==> config.mk <==
export PLATFORM = sky130hd
export DESIGN_NAME = reg_file_wb
export DESIGN_NICKNAME = d
export VERILOG_FILES = /design/src/rtl/reg_file_wb.sv
export SDC_FILE = /design/constraint.sdc
export NUM_CORES = 1
export LEC_CHECK = 0
export ABC_AREA = 1
export BUFFER_PORTS_ARGS = -buffer_cell sky130_fd_sc_hd__buf_2
export CORE_MARGIN = 5
export CORE_UTILIZATION = 44
export CTS_BUF_LIST = sky130_fd_sc_hd__clkbuf_4 sky130_fd_sc_hd__clkbuf_8
export CTS_CLUSTER_DIAMETER = 60
export DETAILED_ROUTE_END_ITERATION = 6
export PLACE_DENSITY_LB_ADDON = 0.08
export REMOVE_ABC_BUFFERS = 1
export SYNTH_ARGS = -nofsm -noshare
export SYNTH_HDL_FRONTEND = slang
export SYNTH_SLANG_ARGS = --single-unit
==> constraint.sdc <==
create_clock -name clk -period 2.2 [get_ports clk]
set_input_delay 0.66 -clock clk [delete_from_list [all_inputs] [get_ports clk]]
set_output_delay 0.66 -clock clk [all_outputs]
set_load 0.02 [all_outputs]
==> src/rtl/reg_file_wb.sv <==
// Register file with write-back bypass and a per-register pending (scoreboard) bit.
// A source whose result has issued but not yet been written is reported busy and raises stall.
module reg_file_wb #(
  parameter int unsigned DATA_W = 16,
  parameter int unsigned NREG   = 8,
  localparam int unsigned AddrW = (NREG > 1) ? $clog2(NREG) : 1
) (
  input  logic              clk,
  input  logic              rst_n,
  input  logic              wr_en,
  input  logic [AddrW-1:0]  wr_addr,
  input  logic [DATA_W-1:0] wr_data,
  input  logic [AddrW-1:0]  rd_addr_a,
  input  logic [AddrW-1:0]  rd_addr_b,
  output logic [DATA_W-1:0] rd_data_a,
  output logic [DATA_W-1:0] rd_data_b,
  input  logic              issue_en,
  input  logic [AddrW-1:0]  issue_addr,
  output logic              busy_a,
  output logic              busy_b,
  output logic              stall
);

  logic [DATA_W-1:0] regs_q [NREG];
  logic [DATA_W-1:0] regs_d [NREG];
  logic [NREG-1:0]   pending_q;
  logic [NREG-1:0]   pending_d;

  logic wr_go;
  logic hit_a;
  logic hit_b;
  logic issue_go;

  always_comb begin
    wr_go = wr_en && (wr_addr != '0);
    hit_a = wr_go && (wr_addr == rd_addr_a);
    hit_b = wr_go && (wr_addr == rd_addr_b);

    // Register 0 is reset to zero and never written, so a plain index reads zero.
    rd_data_a = hit_a ? wr_data : regs_q[rd_addr_a];
    rd_data_b = hit_b ? wr_data : regs_q[rd_addr_b];

    // A result landing this cycle is forwarded, so it no longer blocks the reader.
    busy_a = pending_q[rd_addr_a] && !(wr_en && (wr_addr == rd_addr_a));
    busy_b = pending_q[rd_addr_b] && !(wr_en && (wr_addr == rd_addr_b));
    stall  = busy_a || busy_b;

    issue_go = issue_en && !stall && (issue_addr != '0);
  end

  always_comb begin
    regs_d    = regs_q;
    pending_d = pending_q;
    if (wr_go) begin
      regs_d[wr_addr]    = wr_data;
      pending_d[wr_addr] = 1'b0;
    end
    // Applied after the write clear: a new writer to the same register wins.
    if (issue_go) begin
      pending_d[issue_addr] = 1'b1;
    end
  end

  always_ff @(posedge clk or negedge rst_n) begin
    if (!rst_n) begin
      for (int i = 0; i < NREG; i++) begin
        regs_q[i] <= '0;
      end
      pending_q <= '0;
    end else begin
      regs_q    <= regs_d;
      pending_q <= pending_d;
    end
  end

endmodule
==> results of run 1 <==
cell usage after synthesis, types with 3 or more instances:
| cell type | instances | area share |
|---|---|---|
| a21oi_1 | 64 | 0.041 |
| buf_2 | 33 | 0.021 |
| buf_4 | 3 | 0.0029 |
| buf_6 | 8 | 0.011 |
| clkbuf_1 | 50 | 0.024 |
| dfrtp_1 | 136 | 0.43 |
| inv_1 | 99 | 0.047 |
| inv_2 | 3 | 0.0014 |
| nand2_1 | 228 | 0.11 |
| nand3_1 | 95 | 0.060 |
| nand3_2 | 18 | 0.023 |
| nand4_1 | 7 | 0.0056 |
| nor2_1 | 6 | 0.0029 |
| nor2_2 | 3 | 0.0024 |
| nor3_1 | 6 | 0.0038 |
| o211ai_1 | 64 | 0.061 |
| o21ai_0 | 175 | 0.11 |
| o21ai_1 | 12 | 0.0076 |
| o21ai_2 | 22 | 0.024 |
repair_timing:
action	CTS	global route
endpoints found under the hold margin	0	0
pin swaps	13	25
gates cloned	4	1
endpoints found under the setup margin	35	35
setup buffers	10	6
resized for setup	142	108
flip-flops by register name, indices dropped and copies added, names as in the netlist:
register,flops
regs_q,128
pending_q,8
per-stage QoR:
step | cell area, µm² | setup TNS [ns]
finish | 10300 | -6.39
floorplan | 7410 | -9.50
global route | 10300 | -8.28
global placement | 8740 | -9.81
detailed placement | 8740 | -10.86
CTS | 9870 | -7.71
logic make-up after synthesis:
kind of cell,count (synthesis),synth area share
flip-flops,136,0.432
AO/OA/AOI/OAI,338,0.246
buffers and inverters,199,0.109
AND/OR/NAND/NOR,366,0.211
XOR/XNOR,1,0.00111
routing by layer:
metal / global-route usage / vias to the layer above / wire, µm
met2: 0.376 / 221 / 11700
met1: 0.346 / 3637 / 11200
li1: - / 3681 / -
met4: 0.0808 / 0 / 700
met5: 0 / - / 0
met3: 0.0562 / 43 / 1260
cell type report:
cell class | instances | share of cell area
clock buffers | 21 | 0.0280
clock inverters | 9 | 0.00957
inverters | 104 | 0.0407
multi-input cells | 705 | 0.400
flip-flops and latches | 136 | 0.329
well taps | 229 | 0.0277
repair buffers | 159 | 0.165
critical path, stage by stage:
cell     delay, ns
buf_12        0.12
inv_8         0.03
nand2_4       0.05
nand2_4       0.06
nor2_4        0.11
nand3_4       0.14
buf_12        0.17
buf_12        0.14
nand3_4       0.08
o21ai_2       0.06
buf_6         0.14
where the power goes:
group	internal [mW]	switching (mW)
Sequential	2.92	0.249
Combinational	0.953	1.27
Clock	1.10	0.981
worst paths after layout:
| check | from | end | slack (ns) | depth (start not counted) |
|---|---|---|---|---|
| max in group asynchronous | rst_n | regs_q[73]$_DFFE_PN0P_ | 1.49 | 2 |
| worst min-delay path | rst_n | regs_q[125]$_DFFE_PN0P_ | 0.14 | 1 |
| worst max-delay path | wr_addr[2] | rd_data_b[10] | -0.24 | 11 |
| worst min register to register | pending_q[0]$_DFF_PN0_ | pending_q[0]$_DFF_PN0_ | 0.39 | 0 |
| worst max register to register | pending_q[2]$_DFF_PN0_ | pending_q[3]$_DFF_PN0_ | 0.69 | 10 |
| min in group clk | pending_q[0]$_DFF_PN0_ | pending_q[0]$_DFF_PN0_ | 0.39 | 0 |
==> results.json, run 1 <==
{
  "num_antenna_cells": 0,
  "nets": 1155,
  "rsz0062_at_grt": "yes",
  "ys_ff_latch": 136,
  "gr-total-overflow": 0,
  "die_h_um": 144,
  "antenna_left": 0,
  "drv_cap": 0,
  "grt_use_total": 0.245,
  "synth_ff_type": "dfrtp_1",
  "cts_num_sinks": 136,
  "most-common-layout-cells": "nand2_1, o21ai_0, dfrtp_1",
  "syn2layout_area_growth_pct": 31.2,
  "register_area_um2": 3400,
  "rows": 49,
  "cp.arrival_ns": 1.78,
  "clk_path_buf_depth": 2,
  "clockRootBuffer": "clkbuf_8",
  "synth-edff-count": 0,
  "placedCellCount": 1314,
  "synth_cell_types": 27,
  "fillers": 1648,
  "syn_area_per_cell_um2": 7.57,
  "hold_viol_final": 0,
  "grt_max_degree": 62,
  "tightest_slew_ns": 0.463,
  "p_leak_nw": 4.86,
  "routed_wl_um": 24900,
  "maxSlewViolCount": 0,
  "core_area_um2": 17800,
  "place_congestion": 0.801,
  "num_vias": 7582,
  "fin_crit_sh": 1.11,
  "setup_violations": 35,
  "ios": 67,
  "numCtsBuffers": 17,
  "finClkSkew_ns": 0.00849,
  "slew_headroom": 0.691,
  "drc": 0,
  "end_kind": "output port",
  "final_util": 0.581,
  "start_kind": "primary input",
  "grt_pass1_wl_um": 39100,
  "syn_area_um2": 7880,
  "clock_latency_ns": 0.45,
  "holdCritPathClass": "in -> async",
  "period_minus_slack_ns": 2.44,
  "drtIter0Drc": 546,
  "vdd_drop_max_mv": 0.522,
  "worstPathRequired_ns": 1.54,
  "ys_warn_count": 0,
  "drt-wirelength-per-cell_um": 18.3,
  "crit_fanout": 6,
  "multi_input_comb_area_um2": 4130,
  "layout_setup_ws_ns": -0.240,
  "cts.clk_slew.worst_paths_ns": 0.08,
  "fin_cells": 1363,
  "setup.worst_path.class": "in -> out",
  "tritoncts": "done",
  "antenna_found_initial": 0,
  "layout_commonest_cell": "nand2_1",
  "ys_seq_area_frac": 0.432,
  "total_power_mw": 7.47,
  "drive_gt1_frac": 0.269,
  "hpwl_um": 15600,
  "cts.htree.levels": 4,
  "power_density_nw_per_um2": 724,
  "via_per_inst": 5.56,
  "grt_pass1_vias": 7138,
  "netlist_instances": 1040,
  "fmax_ghz": 0.410,
  "async_flop_share": 1.00,
  "hold_buffers": 0,
  "dp_worst_setup_slack_ns": -0.371,
  "whs_ns": 0.137,
  "fp.dieArea_um2": 20700,
  "io_buffers": 66,
  "initial_core_util": 0.443,
  "outcome": "complete, but fails checks",
  "violations": "negative setup slack",
  "drtPass1Iterations": 5,
  "die_w_um": 144
}
Power figures use the tool's default switching activity.
==> run 2, diff against run 1 <==
- CAP_MARGIN: default -> 20
- TNS_END_PERCENT: default -> 1
- clock period: 2.2 -> 2.8 ns (I/O delays scaled with it)
==> results.json, run 2 (synthesis results as in run 1) <==
{
  "outcome": "complete, but fails checks",
  "violations": "negative setup slack",
  "busiest_layer": "met2",
  "maxSlewViolCount": 0,
  "met3_usage": 0.0389,
  "crit_chain": "buf_2 -> xnor2_2 -> nand4_4 -> clkbuf_16 -> o21ai_2 -> buf_6",
  "whs_ns": 0.349,
  "power_density_nw_per_um2": 585,
  "stdcell_area_um2": 9680,
  "core_area_um2": 17800,
  "via_per_inst": 5.49,
  "regMostFlops": "regs_q",
  "die_w_um": 144,
  "cp_slowest_cell": "nand4_4",
  "cts.htree.levels": 4,
  "antenna_found_initial": 0,
  "r2r_end": "pending_q[1]$_DFF_PN0_",
  "syn2layout_area_growth_pct": 22.9,
  "register_area_um2": 3400,
  "fillers": 1771,
  "start_kind": "primary input",
  "rsz0062_at_grt": "yes",
  "io_buffers": 66,
  "layout_commonest_cell": "nand2_1",
  "rows": 49,
  "end_kind": "output port",
  "clock_latency_ns": 0.44,
  "p_clk_frac": 0.288,
  "place_congestion": 0.783,
  "hold_viol_final": 0,
  "clockRootBuffer": "clkbuf_8",
  "fin_crit_sh": 1.01,
  "fin_cells": 1344,
  "numCtsBuffers": 17,
  "tightest_slew_ns": 0.511,
  "initial_core_util": 0.443,
  "drtPass1Iterations": 5,
  "use_met2": 0.375,
  "reg_top3": "regs_q: 128 flops, pending_q: 8 flops",
  "most-common-layout-cells": "nand2_1, o21ai_0, dfrtp_1",
  "drtIter0Drc": 564,
  "num_antenna_cells": 0,
  "reg2regPathDepth": 8,
  "setup_violations": 16,
  "drt-wirelength-per-cell_um": 17.8,
  "cts.clk_slew.worst_paths_ns": 0.08,
  "gr-total-overflow": 0,
  "p_leak_nw": 4.60,
  "grt_use_total": 0.233,
  "net-switching-power_mw": 1.93,
  "holdCritPathClass": "in -> async",
  "cp.arrival_ns": 1.99,
  "ios": 67,
  "cell_internal_pwr_mw": 3.74,
  "nets": 1134,
  "dpl_cell_area_um2": 8670,
  "combPwrFrac": 0.274,
  "critical_path.top_delay_family": "buffers and inverters",
  "grt_max_degree": 54,
  "crit_start": "rd_addr_a[2]",
  "setup.worst_path.class": "in -> out",
  "final_util": 0.545,
  "num_vias": 7378,
  "cts_num_sinks": 136,
  "total_power_mw": 5.67,
  "vdd_drop_max_mv": 0.310,
  "seqPwrFrac": 0.438,
  "clk_path_buf_depth": 2,
  "worstPathRequired_ns": 1.96,
  "fmax_ghz": 0.354,
  "placedCellCount": 1304,
  "drv_cap": 0,
  "grt_pass1_wl_um": 37500,
  "cp.depth": 6,
  "crit_fanout": 6,
  "antenna_left": 0,
  "power_switching_share": 0.340,
  "routed_wl_um": 23900,
  "tritoncts": "done",
  "endpoint": "rd_data_a[8]",
  "drive_gt1_frac": 0.230,
  "largest_reg_flops": 128,
  "grt_pass1_vias": 6942,
  "critPathMaxStageDelay_ns": 0.25,
  "cp_num_buf_inv": 3,
  "reg2reg_setup_slack_ns": 1.49,
  "hpwl_um": 15400,
  "period_minus_slack_ns": 2.83,
  "drc": 0,
  "met1_usage": 0.328,
  "die_h_um": 144,
  "multi_input_comb_area_um2": 3790,
  "slew_headroom": 0.659,
  "rr_startpoint": "pending_q[6]$_DFF_PN0_",
  "layout_setup_ws_ns": -0.0256,
  "finClkSkew_ns": 0.0107,
  "fp.dieArea_um2": 20700
}
run 2: stage by stage:
| stage | setup slack, ns | TNS [ns] |
|---|---|---|
| 6_report | -0.0256 | -0.189 |
| 5_1_grt | -0.0683 | -1.21 |
| 4_1_cts | -0.0512 | -0.433 |
| 3_5_place_dp | -0.0966 | -2.14 |
| 3_3_place_gp | -0.0590 | -1.06 |
| 2_1_floorplan | -0.0781 | -1.97 |
run 2: routing by layer:
| layer | routed length, µm | part of all wire |
|---|---|---|
| met3 | 973 | 0.041 |
| met4 | 288 | 0.012 |
| met2 | 11500 | 0.48 |
| met5 | 0 | 0 |
| met1 | 11200 | 0.47 |
run 2: worst min-delay path by stage:
| stage | slack, ns | startpoint | end |
|---|---|---|---|
| CTS | 0.34 | rst_n | regs_q[112]$_DFFE_PN0P_ |
| floorplan | 0.35 | pending_q[0]$_DFF_PN0_ | pending_q[0]$_DFF_PN0_ |
| finish | 0.35 | rst_n | regs_q[112]$_DFFE_PN0P_ |
| global route | 0.36 | rst_n | regs_q[29]$_DFFE_PN0P_ |
| global placement | 0.37 | pending_q[0]$_DFF_PN0_ | pending_q[0]$_DFF_PN0_ |
| detailed placement | 0.37 | pending_q[0]$_DFF_PN0_ | pending_q[0]$_DFF_PN0_ |
run 2: layout make-up:
type	instances	area share
Clock buffer	18	0.0249
Sequential cell	136	0.352
Multi-Input combinational cell	705	0.391
Clock inverter	14	0.0155
Inverter	104	0.0429
Tap cell	229	0.0296
Timing Repair Buffer	138	0.144
run 2: power by group through the flow:
stage / logic (mW) / registers, mW / clock network [mW]
global route: 1.76 / 2.52 / 1.75
finish: 1.55 / 2.48 / 1.63
CTS: 1.40 / 2.48 / 1.68
detailed placement: 1.39 / 2.52 / 0
global placement: 1.37 / 2.51 / 0
floorplan: 0.879 / 2.47 / 0
run 2: worst register-to-register path, cell delays in order, from the launching register on:
cell and delay (ns):
dfrtp_1 0.40, inv_1 0.10, nand2_1 0.06, nand3_1 0.06, nand3_1 0.10, nand3_2 0.14
buf_4 0.16, nand4_1 0.15, nand2_1 0.10
run 2: what timing repair did:
item / 4_1_cts / 5_1_grt
hold buffers: 0 / 0
pin swaps: 0 / 11
endpoints found under the setup margin: 34 / 34
setup buffers: 0 / 3
gates resized for setup: 11 / 131
gates cloned: 0 / 5
